--- src/rtl/execution_stage_md.sv ---
// Execution stage: single-cycle ALU/branch path plus an iterative radix-2
// RV32M multiply/divide unit, all results presented through pipeline registers.
module execution_stage_md #(
   parameter int XLEN      = 32,
   parameter bit MD_ENABLE = 1'b1,
   parameter int CNT_W     = $clog2(XLEN) + 1
) (
   input  logic            CLK,
   input  logic            RESET_N,
   input  logic            VALID_IN,
   input  logic            STALL_EXECUTION_STAGE,
   input  logic            FLUSH,
   input  logic [XLEN-1:0] PC_IN,
   input  logic [4:0]      RD_ADDRESS_IN,
   input  logic [XLEN-1:0] RS1_DATA,
   input  logic [XLEN-1:0] RS2_DATA,
   input  logic [XLEN-1:0] IMM_DATA,
   input  logic [4:0]      ALU_INSTRUCTION,
   input  logic            ALU_INPUT_1_SELECT,
   input  logic            ALU_INPUT_2_SELECT,
   input  logic [2:0]      DATA_CACHE_LOAD_IN,
   input  logic [1:0]      DATA_CACHE_STORE_IN,
   input  logic [XLEN-1:0] DATA_CACHE_STORE_DATA_IN,
   input  logic            WRITE_BACK_MUX_SELECT_IN,
   input  logic            RD_WRITE_ENABLE_IN,
   output logic            BUSY,
   output logic            VALID_OUT,
   output logic [4:0]      RD_ADDRESS_OUT,
   output logic [XLEN-1:0] ALU_OUT,
   output logic            BRANCH_TAKEN,
   output logic [XLEN-1:0] BRANCH_TARGET_OUT,
   output logic [2:0]      DATA_CACHE_LOAD_OUT,
   output logic [1:0]      DATA_CACHE_STORE_OUT,
   output logic [XLEN-1:0] DATA_CACHE_STORE_DATA_OUT,
   output logic            WRITE_BACK_MUX_SELECT_OUT,
   output logic            RD_WRITE_ENABLE_OUT
);

   localparam int SH_W = $clog2(XLEN);

   typedef enum logic [1:0] {IDLE, CALC, DONE} state_t;

   state_t            state_q, state_d;
   logic [CNT_W-1:0]  cnt_q, cnt_d;
   logic [XLEN-1:0]   hi_q, hi_d, lo_q, lo_d, opnd_q, opnd_d;
   logic [2:0]        md_op_q, md_op_d;
   logic              neg_q, neg_d, div_zero_q, div_zero_d;

   logic [4:0]        lat_rd_q, lat_rd_d;
   logic [2:0]        lat_ld_q, lat_ld_d;
   logic [1:0]        lat_st_q, lat_st_d;
   logic [XLEN-1:0]   lat_sd_q, lat_sd_d, lat_tgt_q, lat_tgt_d;
   logic              lat_wb_q, lat_wb_d, lat_we_q, lat_we_d;

   logic              valid_q, valid_d, taken_q, taken_d, wb_q, wb_d, we_q, we_d;
   logic [4:0]        rd_q, rd_d;
   logic [XLEN-1:0]   alu_q, alu_d, tgt_q, tgt_d, sd_q, sd_d;
   logic [2:0]        ld_q, ld_d;
   logic [1:0]        st_q, st_d;

   logic [XLEN-1:0]   op_a, op_b, target, sc_result;
   logic [SH_W-1:0]   shamt;
   logic              sc_taken, is_branch, is_md_op;

   assign op_a      = ALU_INPUT_1_SELECT ? PC_IN : RS1_DATA;
   assign op_b      = ALU_INPUT_2_SELECT ? IMM_DATA : RS2_DATA;
   assign shamt     = op_b[SH_W-1:0];
   assign target    = PC_IN + IMM_DATA;
   assign is_branch = (ALU_INSTRUCTION >= 5'd10) && (ALU_INSTRUCTION <= 5'd15);
   assign is_md_op  = MD_ENABLE && (ALU_INSTRUCTION[4:3] == 2'b10);

   always_comb begin
      sc_result = '0;
      sc_taken  = 1'b0;
      case (ALU_INSTRUCTION)
         5'd0:  sc_result = op_a + op_b;
         5'd1:  sc_result = op_a - op_b;
         5'd2:  sc_result = op_a << shamt;
         5'd3:  sc_result = {{(XLEN-1){1'b0}}, $signed(op_a) < $signed(op_b)};
         5'd4:  sc_result = {{(XLEN-1){1'b0}}, op_a < op_b};
         5'd5:  sc_result = op_a ^ op_b;
         5'd6:  sc_result = op_a >> shamt;
         5'd7:  sc_result = $unsigned($signed(op_a) >>> shamt);
         5'd8:  sc_result = op_a | op_b;
         5'd9:  sc_result = op_a & op_b;
         5'd10: sc_taken  = RS1_DATA == RS2_DATA;
         5'd11: sc_taken  = RS1_DATA != RS2_DATA;
         5'd12: sc_taken  = $signed(RS1_DATA) < $signed(RS2_DATA);
         5'd13: sc_taken  = $signed(RS1_DATA) >= $signed(RS2_DATA);
         5'd14: sc_taken  = RS1_DATA < RS2_DATA;
         5'd15: sc_taken  = RS1_DATA >= RS2_DATA;
         default: ;
      endcase
      if (is_branch) sc_result = target;
   end

   // Iterative unit works on magnitudes; signs are folded back in once at DONE.
   logic            sign_a, sign_b, sa, sb;
   logic [XLEN-1:0] mag_a, mag_b;

   assign sign_a = (ALU_INSTRUCTION[2:0] == 3'd1) || (ALU_INSTRUCTION[2:0] == 3'd2) ||
                   (ALU_INSTRUCTION[2:0] == 3'd4) || (ALU_INSTRUCTION[2:0] == 3'd6);
   assign sign_b = (ALU_INSTRUCTION[2:0] == 3'd1) || (ALU_INSTRUCTION[2:0] == 3'd4) ||
                   (ALU_INSTRUCTION[2:0] == 3'd6);
   assign sa     = sign_a & op_a[XLEN-1];
   assign sb     = sign_b & op_b[XLEN-1];
   assign mag_a  = sa ? -op_a : op_a;
   assign mag_b  = sb ? -op_b : op_b;

   logic [XLEN:0]     mul_sum, div_r;
   logic [XLEN-1:0]   div_diff, quo_s, rem_s, md_result;
   logic [2*XLEN-1:0] prod_s;
   logic              div_ge;

   assign mul_sum  = {1'b0, hi_q} + (lo_q[0] ? {1'b0, opnd_q} : {(XLEN+1){1'b0}});
   assign div_r    = {hi_q, lo_q[XLEN-1]};
   assign div_ge   = div_r >= {1'b0, opnd_q};
   assign div_diff = div_r[XLEN-1:0] - opnd_q;

   assign prod_s = neg_q ? -{hi_q, lo_q} : {hi_q, lo_q};
   assign quo_s  = div_zero_q ? '1 : (neg_q ? -lo_q : lo_q);
   assign rem_s  = neg_q ? -hi_q : hi_q;

   always_comb begin
      case (md_op_q)
         3'd0:          md_result = prod_s[XLEN-1:0];
         3'd1, 3'd2, 3'd3: md_result = prod_s[2*XLEN-1:XLEN];
         3'd4, 3'd5:    md_result = quo_s;
         default:       md_result = rem_s;
      endcase
   end

   // Sequencing: accept/latch in IDLE, XLEN steps in CALC, sign fix-up and drain in DONE.
   logic bubble;

   always_comb begin
      state_d    = state_q;
      cnt_d      = cnt_q;
      hi_d       = hi_q;
      lo_d       = lo_q;
      opnd_d     = opnd_q;
      md_op_d    = md_op_q;
      neg_d      = neg_q;
      div_zero_d = div_zero_q;
      lat_rd_d   = lat_rd_q;
      lat_ld_d   = lat_ld_q;
      lat_st_d   = lat_st_q;
      lat_sd_d   = lat_sd_q;
      lat_tgt_d  = lat_tgt_q;
      lat_wb_d   = lat_wb_q;
      lat_we_d   = lat_we_q;
      valid_d    = valid_q;
      rd_d       = rd_q;
      alu_d      = alu_q;
      taken_d    = taken_q;
      tgt_d      = tgt_q;
      ld_d       = ld_q;
      st_d       = st_q;
      sd_d       = sd_q;
      wb_d       = wb_q;
      we_d       = we_q;
      bubble     = 1'b0;

      if (FLUSH) begin
         state_d = IDLE;
         cnt_d   = '0;
         bubble  = 1'b1;
      end else begin
         case (state_q)
            IDLE: begin
               if (!STALL_EXECUTION_STAGE) begin
                  if (VALID_IN && is_md_op) begin
                     state_d    = CALC;
                     cnt_d      = '0;
                     hi_d       = '0;
                     lo_d       = ALU_INSTRUCTION[2] ? mag_a : mag_b;
                     opnd_d     = ALU_INSTRUCTION[2] ? mag_b : mag_a;
                     md_op_d    = ALU_INSTRUCTION[2:0];
                     neg_d      = (ALU_INSTRUCTION[2:1] == 2'b11) ? sa : (sa ^ sb);
                     div_zero_d = (op_b == '0);
                     lat_rd_d   = RD_ADDRESS_IN;
                     lat_ld_d   = DATA_CACHE_LOAD_IN;
                     lat_st_d   = DATA_CACHE_STORE_IN;
                     lat_sd_d   = DATA_CACHE_STORE_DATA_IN;
                     lat_tgt_d  = target;
                     lat_wb_d   = WRITE_BACK_MUX_SELECT_IN;
                     lat_we_d   = RD_WRITE_ENABLE_IN;
                     bubble     = 1'b1;
                  end else if (VALID_IN) begin
                     valid_d = 1'b1;
                     rd_d    = RD_ADDRESS_IN;
                     alu_d   = sc_result;
                     taken_d = sc_taken;
                     tgt_d   = target;
                     ld_d    = DATA_CACHE_LOAD_IN;
                     st_d    = DATA_CACHE_STORE_IN;
                     sd_d    = DATA_CACHE_STORE_DATA_IN;
                     wb_d    = WRITE_BACK_MUX_SELECT_IN;
                     we_d    = RD_WRITE_ENABLE_IN;
                  end else begin
                     bubble = 1'b1;
                  end
               end
            end
            CALC: begin
               if (md_op_q[2]) begin
                  hi_d = div_ge ? div_diff : div_r[XLEN-1:0];
                  lo_d = {lo_q[XLEN-2:0], div_ge};
               end else begin
                  hi_d = mul_sum[XLEN:1];
                  lo_d = {mul_sum[0], lo_q[XLEN-1:1]};
               end
               cnt_d = cnt_q + CNT_W'(1);
               if (cnt_q == CNT_W'(XLEN-1)) state_d = DONE;
            end
            DONE: begin
               if (!STALL_EXECUTION_STAGE) begin
                  state_d = IDLE;
                  cnt_d   = '0;
                  valid_d = 1'b1;
                  rd_d    = lat_rd_q;
                  alu_d   = md_result;
                  taken_d = 1'b0;
                  tgt_d   = lat_tgt_q;
                  ld_d    = lat_ld_q;
                  st_d    = lat_st_q;
                  sd_d    = lat_sd_q;
                  wb_d    = lat_wb_q;
                  we_d    = lat_we_q;
               end
            end
            default: state_d = IDLE;
         endcase
      end

      if (bubble) begin
         valid_d = 1'b0;
         we_d    = 1'b0;
         taken_d = 1'b0;
         st_d    = '0;
         ld_d    = '0;
      end
   end

   always_ff @(posedge CLK or negedge RESET_N) begin
      if (!RESET_N) begin
         state_q    <= IDLE;
         cnt_q      <= '0;
         hi_q       <= '0;
         lo_q       <= '0;
         opnd_q     <= '0;
         md_op_q    <= '0;
         neg_q      <= 1'b0;
         div_zero_q <= 1'b0;
         lat_rd_q   <= '0;
         lat_ld_q   <= '0;
         lat_st_q   <= '0;
         lat_sd_q   <= '0;
         lat_tgt_q  <= '0;
         lat_wb_q   <= 1'b0;
         lat_we_q   <= 1'b0;
         valid_q    <= 1'b0;
         rd_q       <= '0;
         alu_q      <= '0;
         taken_q    <= 1'b0;
         tgt_q      <= '0;
         ld_q       <= '0;
         st_q       <= '0;
         sd_q       <= '0;
         wb_q       <= 1'b0;
         we_q       <= 1'b0;
      end else begin
         state_q    <= state_d;
         cnt_q      <= cnt_d;
         hi_q       <= hi_d;
         lo_q       <= lo_d;
         opnd_q     <= opnd_d;
         md_op_q    <= md_op_d;
         neg_q      <= neg_d;
         div_zero_q <= div_zero_d;
         lat_rd_q   <= lat_rd_d;
         lat_ld_q   <= lat_ld_d;
         lat_st_q   <= lat_st_d;
         lat_sd_q   <= lat_sd_d;
         lat_tgt_q  <= lat_tgt_d;
         lat_wb_q   <= lat_wb_d;
         lat_we_q   <= lat_we_d;
         valid_q    <= valid_d;
         rd_q       <= rd_d;
         alu_q      <= alu_d;
         taken_q    <= taken_d;
         tgt_q      <= tgt_d;
         ld_q       <= ld_d;
         st_q       <= st_d;
         sd_q       <= sd_d;
         wb_q       <= wb_d;
         we_q       <= we_d;
      end
   end

   assign BUSY                      = (state_q != IDLE);
   assign VALID_OUT                 = valid_q;
   assign RD_ADDRESS_OUT            = rd_q;
   assign ALU_OUT                   = alu_q;
   assign BRANCH_TAKEN              = taken_q;
   assign BRANCH_TARGET_OUT         = tgt_q;
   assign DATA_CACHE_LOAD_OUT       = ld_q;
   assign DATA_CACHE_STORE_OUT      = st_q;
   assign DATA_CACHE_STORE_DATA_OUT = sd_q;
   assign WRITE_BACK_MUX_SELECT_OUT = wb_q;
   assign RD_WRITE_ENABLE_OUT       = we_q;

endmodule

--- config.mk ---
export PLATFORM = sky130hd
export DESIGN_NAME = execution_stage_md
export DESIGN_NICKNAME = d
export VERILOG_FILES = /design/src/rtl/execution_stage_md.sv
export SDC_FILE = /design/constraint.sdc
export NUM_CORES = 2
export LEC_CHECK = 0
export ABC_AREA = 1
export CORE_ASPECT_RATIO = 1.4
export CORE_MARGIN = 10
export CORE_UTILIZATION = 45
export CTS_CLUSTER_SIZE = 24
export DETAILED_ROUTE_END_ITERATION = 8
export PLACE_DENSITY = 0.67
export SETUP_SLACK_MARGIN = 0.2
export SLEW_MARGIN = 20
export SYNTH_ARGS = -nofsm -noshare
export SYNTH_HDL_FRONTEND = slang
export SYNTH_SLANG_ARGS = --single-unit
--- constraint.sdc ---
create_clock -name CLK -period 2.6 [get_ports CLK]
set_input_delay 0.78 -clock CLK [delete_from_list [all_inputs] [get_ports CLK]]
set_output_delay 0.78 -clock CLK [all_outputs]
set_load 0.005 [all_outputs]
==> impl_metrics.json, run 1 <==
{
  "run_status": "did not finish",
  "haltStage": "5_1_grt",
  "first-error": "[ERROR GRT-0232] Routing congestion too high. Check the congestion heatmap in the GUI.",
  "h_tree_depth": 1,
  "initial_utilization_pct": 45.5,
  "tritoncts.num_buffers": 30,
  "synth_area_per_cell_um2": 5.78,
  "grt_use_total_pct": 65.4,
  "dp_wirelength_mm": 188,
  "worst-endpoint-pin-kind": "register data pin",
  "yosys_warnings": 0,
  "grt_max_degree": 89,
  "synthDistinctLibCells": 62,
  "die_width_um": 263,
  "worst_endpoint": "ALU_OUT[18]$_DFFE_PN0P_/D",
  "port-buffer-count": 294,
  "clock_sinks": 295,
  "cts.root.buffer_cell": "sky130_fd_sc_hd__clkbuf_16",
  "ys_seq_area_share_pct": 19.8,
  "cts_hold_repair.buffers": 0,
  "io-pin-count": 295,
  "syn_inst": 6449,
  "dpl_cell_area_um2": 52000,
  "number_of_enable_type_register_cells_in_the_synthesized_netlist": 0,
  "number_of_synthesized_register_bits": 295,
  "synth_flop_cell": "sky130_fd_sc_hd__dfrtp_1",
  "gp_congestion": 1.23,
  "placementRows": 124,
  "synthesis.nets": 6870,
  "clk_path_buf_depth": 3,
  "synth_async_sr_flop_share_pct": 100,
  "global_route.overflow_total": 33,
  "floorplan.die.height_um": 361,
  "synth.cell_area_um2": 37300
}
layer usage:
metal	GRT overflow	track usage, %
met2	16	86.3
met1	0	62.0
met4	16	68.6
met3	0	47.4
met5	1	17.5
cell usage after synthesis (10+ instances only):
cell type | instances | area [µm²]
sky130_fd_sc_hd__nand3_1 | 672 | 3360
sky130_fd_sc_hd__nand2_1 | 2027 | 7610
sky130_fd_sc_hd__a22oi_1 | 19 | 143
sky130_fd_sc_hd__o21bai_1 | 32 | 240
sky130_fd_sc_hd__inv_1 | 710 | 2670
sky130_fd_sc_hd__o221ai_1 | 23 | 201
sky130_fd_sc_hd__nand4_1 | 98 | 613
sky130_fd_sc_hd__buf_1 | 26 | 97.6
sky130_fd_sc_hd__o21ai_0 | 329 | 1650
sky130_fd_sc_hd__inv_2 | 32 | 120
sky130_fd_sc_hd__buf_4 | 16 | 120
sky130_fd_sc_hd__nor3_1 | 76 | 380
sky130_fd_sc_hd__o21a_1 | 18 | 135
sky130_fd_sc_hd__o21ai_2 | 18 | 158
sky130_fd_sc_hd__nand3b_1 | 25 | 188
sky130_fd_sc_hd__nand2_2 | 30 | 188
sky130_fd_sc_hd__a21oi_1 | 411 | 2060
sky130_fd_sc_hd__ha_1 | 232 | 2900
sky130_fd_sc_hd__o22ai_1 | 16 | 100
sky130_fd_sc_hd__nor2_1 | 676 | 2540
sky130_fd_sc_hd__buf_6 | 10 | 113
sky130_fd_sc_hd__o211ai_1 | 50 | 375
sky130_fd_sc_hd__dfrtp_1 | 295 | 7380
sky130_fd_sc_hd__o21ai_1 | 49 | 245
sky130_fd_sc_hd__clkbuf_1 | 128 | 480
sky130_fd_sc_hd__a211oi_1 | 11 | 82.6
sky130_fd_sc_hd__nor2_2 | 14 | 87.6
sky130_fd_sc_hd__xnor2_1 | 17 | 149
sky130_fd_sc_hd__a31oi_1 | 64 | 400
sky130_fd_sc_hd__or2_2 | 39 | 244
sky130_fd_sc_hd__buf_2 | 71 | 355
sky130_fd_sc_hd__xor2_1 | 101 | 885
metrics by stage:
stage	std cells	utilization (%)	setup WS (ps)
CTS	9219	73.0	-269
detailed placement	8953	63.5	-1870
global placement	8953	63.5	-1880
floorplan	6449	-	-430
kinds of logic after synthesis:
family / count (synthesis) / share of synthesized area (%)
muxes: 6 / 0.161
and+or+nand+nor: 3701 / 41.8
DFF: 295 / 19.8
AOI/OAI and AO/OA: 1089 / 16.6
buffers and inverters: 1003 / 10.7
adders and majority gates: 237 / 8.05
xor gates and xnor gates: 118 / 2.77
repair_timing:
action                     4_1_cts
setup endpoints to repair      308
gates resized for setup       1451
cloned                          12
pin swaps                      406
buffers inserted               199
==> run 2, diff against run 1 <==
CORE_ASPECT_RATIO = default   (was 1.4)
CORE_UTILIZATION = 30   (was 45)
CTS_CLUSTER_SIZE = default   (was 24)
PLACE_DENSITY = default   (was 0.67)
PLACE_DENSITY_LB_ADDON = 0.15   (was default)
SETUP_SLACK_MARGIN = default   (was 0.2)
clock period = 3.4 ns   (was 2.6 ns; I/O delays follow)
==> run 2 against run 1 <==
Synthesized cell count stayed put. Synthesized area unchanged. The flow now finishes, with violations (negative setup slack).
==> impl_metrics.json, run 2 <==
{
  "gp_congestion": 1.04,
  "post-layout-total-power_mw": 30.0,
  "port-buffer-count": 294,
  "cp_slowest_cell": "sky130_fd_sc_hd__clkdlybuf4s50_1",
  "power.density_nw_per_um2": 535,
  "synth_area_per_cell_um2": 5.78,
  "finalCritPeriodShare_pct": 100,
  "drt_drc_violations_left": 0,
  "route.vias.total": 50200,
  "ys_top_cells_by_area": "sky130_fd_sc_hd__nand2_1 20%, sky130_fd_sc_hd__dfrtp_1 20%, sky130_fd_sc_hd__nand3_1 9.0%",
  "synthDistinctLibCells": 62,
  "path_delay_family": "buffers and inverters",
  "power.ir.vdd_worst_uv": 340,
  "cts_hold_repair.buffers": 0,
  "h_tree_depth": 2,
  "postLayoutSetupSlackWorst_ps": -0.748,
  "skew_ps": 24.3,
  "start_kind": "input pin",
  "core_um2": 124000,
  "grt_pass1_wl_mm": 342,
  "detailedRoute.firstIterationViolations": 5099,
  "setup.worst_path.class": "in -> reg",
  "synthesis.nets": 6870,
  "worst_setup_path_end_kind": "flop",
  "crit_path_cells": "clkdlybuf4s50_1, buf_4, nor2_1, buf_4, nand2_1, clkinv_1, buf_4, nand2_1, o211ai_1, a221oi_1, buf_4, nand3_1, nand2_1, nand3_1, nand2_1, inv_1",
  "post_route_cells_drive_above_1_share_pct": 26.9,
  "global_route.overflow_total": 0,
  "io-pin-count": 295,
  "timing.fmax_ghz": 0.294,
  "run_status": "finished, violations left",
  "initial_utilization_pct": 30.2,
  "final-setup-viol-count": 1,
  "post-route-util_pct": 45.4,
  "finalWirelength_mm": 245,
  "cpPeakStageDelay_ps": 470,
  "yosys.area.top_type": "sky130_fd_sc_hd__nand2_1",
  "number_of_enable_type_register_cells_in_the_synthesized_netlist": 0,
  "detail_route.vias_per_cell": 5.26,
  "yosysTopAreaCellShare_pct": 20.4,
  "cp.arrival_ps": 3870,
  "floorplan.die.height_um": 373,
  "tritoncts.num_buffers": 36,
  "clk-insertion-delay-late_ps": 600,
  "min_period_ps": 3400,
  "worst-path-buf-inv": 7,
  "syn_inst": 6449,
  "number_of_synthesized_register_bits": 295,
  "rsz0062_at_grt": "true",
  "path_max_fanout": 4,
  "drv.max_cap_violation_count": 0,
  "ys_seq_area_share_pct": 19.8,
  "synth.cell_area_um2": 37300,
  "drt_first_pass_iters": 6,
  "ant_nets": 0,
  "reg2regPathDepth": 15,
  "clock_sinks": 295,
  "grt_use_total_pct": 33.7,
  "dp_wirelength_mm": 207,
  "reg2reg_to": "hi_q[22]",
  "cts_tree": "done",
  "synth_async_sr_flop_share_pct": 100,
  "synth_flop_cell": "sky130_fd_sc_hd__dfrtp_1",
  "syn2layout_area_growth_pct": 50.4,
  "fp.dieArea_um2": 139000,
  "slew_headroom_pct": 44.9,
  "required_ps": 3870,
  "finalNetCount": 8315,
  "layout_commonest_cell": "sky130_fd_sc_hd__nand2_1",
  "yosys_warnings": 0,
  "max_slew_vio_count": 0,
  "die_width_um": 373,
  "hold_path.class": "in -> async",
  "routedWlPerCell_um": 25.7,
  "setup-tns-final_ps": -0.748,
  "number_of_endpoints_with_negative_hold_slack_in_the_final_report": 0,
  "layout.cells.most_common_list": "1886 x sky130_fd_sc_hd__nand2_1, 1263 x sky130_fd_sc_hd__buf_4, 628 x sky130_fd_sc_hd__nand3_1, 622 x sky130_fd_sc_hd__inv_1, 605 x sky130_fd_sc_hd__nor2_1",
  "tightestPinTransition_ps": 819,
  "cts.root.buffer_cell": "sky130_fd_sc_hd__clkbuf_16",
  "violations": "negative setup slack",
  "antenna_found_initial": 13,
  "placementRows": 129,
  "clk_path_buf_depth": 3,
  "dominant_cell_by_count_in_the_synthesized_netlist": "sky130_fd_sc_hd__nand2_1",
  "cellLeakagePower_nw": 28.4,
  "timing.reg2reg.setup_slack_ps": 220,
  "synth_commonest_cells": "2027 x sky130_fd_sc_hd__nand2_1, 710 x sky130_fd_sc_hd__inv_1, 676 x sky130_fd_sc_hd__nor2_1",
  "crit-reg2reg-launch": "opnd_q[8]",
  "number_of_global_route_vias_before_repair": 47600,
  "clkSlewWorstSetupHoldPaths_ps": 60,
  "grt_max_degree": 111
}
-- run 2: cell counts after synthesis --
No cell type changed its count.
-- run 2: power breakdown --
part           switching (mW)  leakage [nW]  total [mW]  internal [mW]
Combinational            12.6          24.3        20.2           7.56
Clock                    1.78         0.584        4.10           2.32
Sequential               1.12          3.57        5.70           4.58
-- run 2: metal layers --
metal | track usage, % | vias up | wire length (µm)
met4 | 17.5 | 14 | 16600
met3 | 4.01 | 434 | 15900
met1 | 44.0 | 23800 | 103000
met5 | 0 | - | 92
met2 | 54.3 | 2021 | 110000
li1 | - | 24000 | -
-- run 2: logic make-up after synthesis --
family	count (synthesis)	synth area share, %
AOI/OAI and AO/OA	1089	16.6
xor gates and xnor gates	118	2.77
muxes	6	0.161
and+or+nand+nor	3701	41.8
buffers and inverters	1003	10.7
DFF	295	19.8
adders and majority gates	237	8.05
-- run 2: how the worst max path moves through the flow --
stage / from / to / depth (start not counted)
final: ALU_INSTRUCTION[1] / ALU_OUT[1] / 16
after global routing: PC_IN[14] / ALU_OUT[27] / 18
after CTS: IMM_DATA[0] / ALU_OUT[4] / 20
after detailed placement: ALU_INPUT_1_SELECT / ALU_OUT[7] / 23
after global placement: ALU_INPUT_1_SELECT / ALU_OUT[7] / 23
after floorplan: ALU_INPUT_2_SELECT / ALU_OUT[30] / 23
-- run 2: area by class of cell --
type                            instances  area (µm²)
Clock buffer                           50        1040
Timing Repair Buffer                 1658       14100
Clock inverter                         12         155
Antenna cell                            2        5.00
Fill cell                           13400       67500
Multi-Input combinational cell       5151       28500
Sequential cell                       295        7380
Inverter                              752        2860
Tap cell                             1637        2050
-- run 2: metrics by stage --
step	cells	setup slack (ps)	instance area, µm²	hold slack (ps)
6_report	9557	-0.748	56100	371
4_1_cts	9507	-62.9	54000	437
3_3_place_gp	9414	-1570	51400	461
3_5_place_dp	9414	-1580	51400	465
5_1_grt	9555	-59.4	56100	422
2_1_floorplan	6449	-10.7	37400	449
-- run 2: timing repair --
item,CTS,global route
buffers inserted,31,46
pin swaps,83,171
gates resized for setup,384,460
endpoints found under the setup margin,71,64
cloned,1,3
No activity file was read; power rests on OpenSTA's default activity.
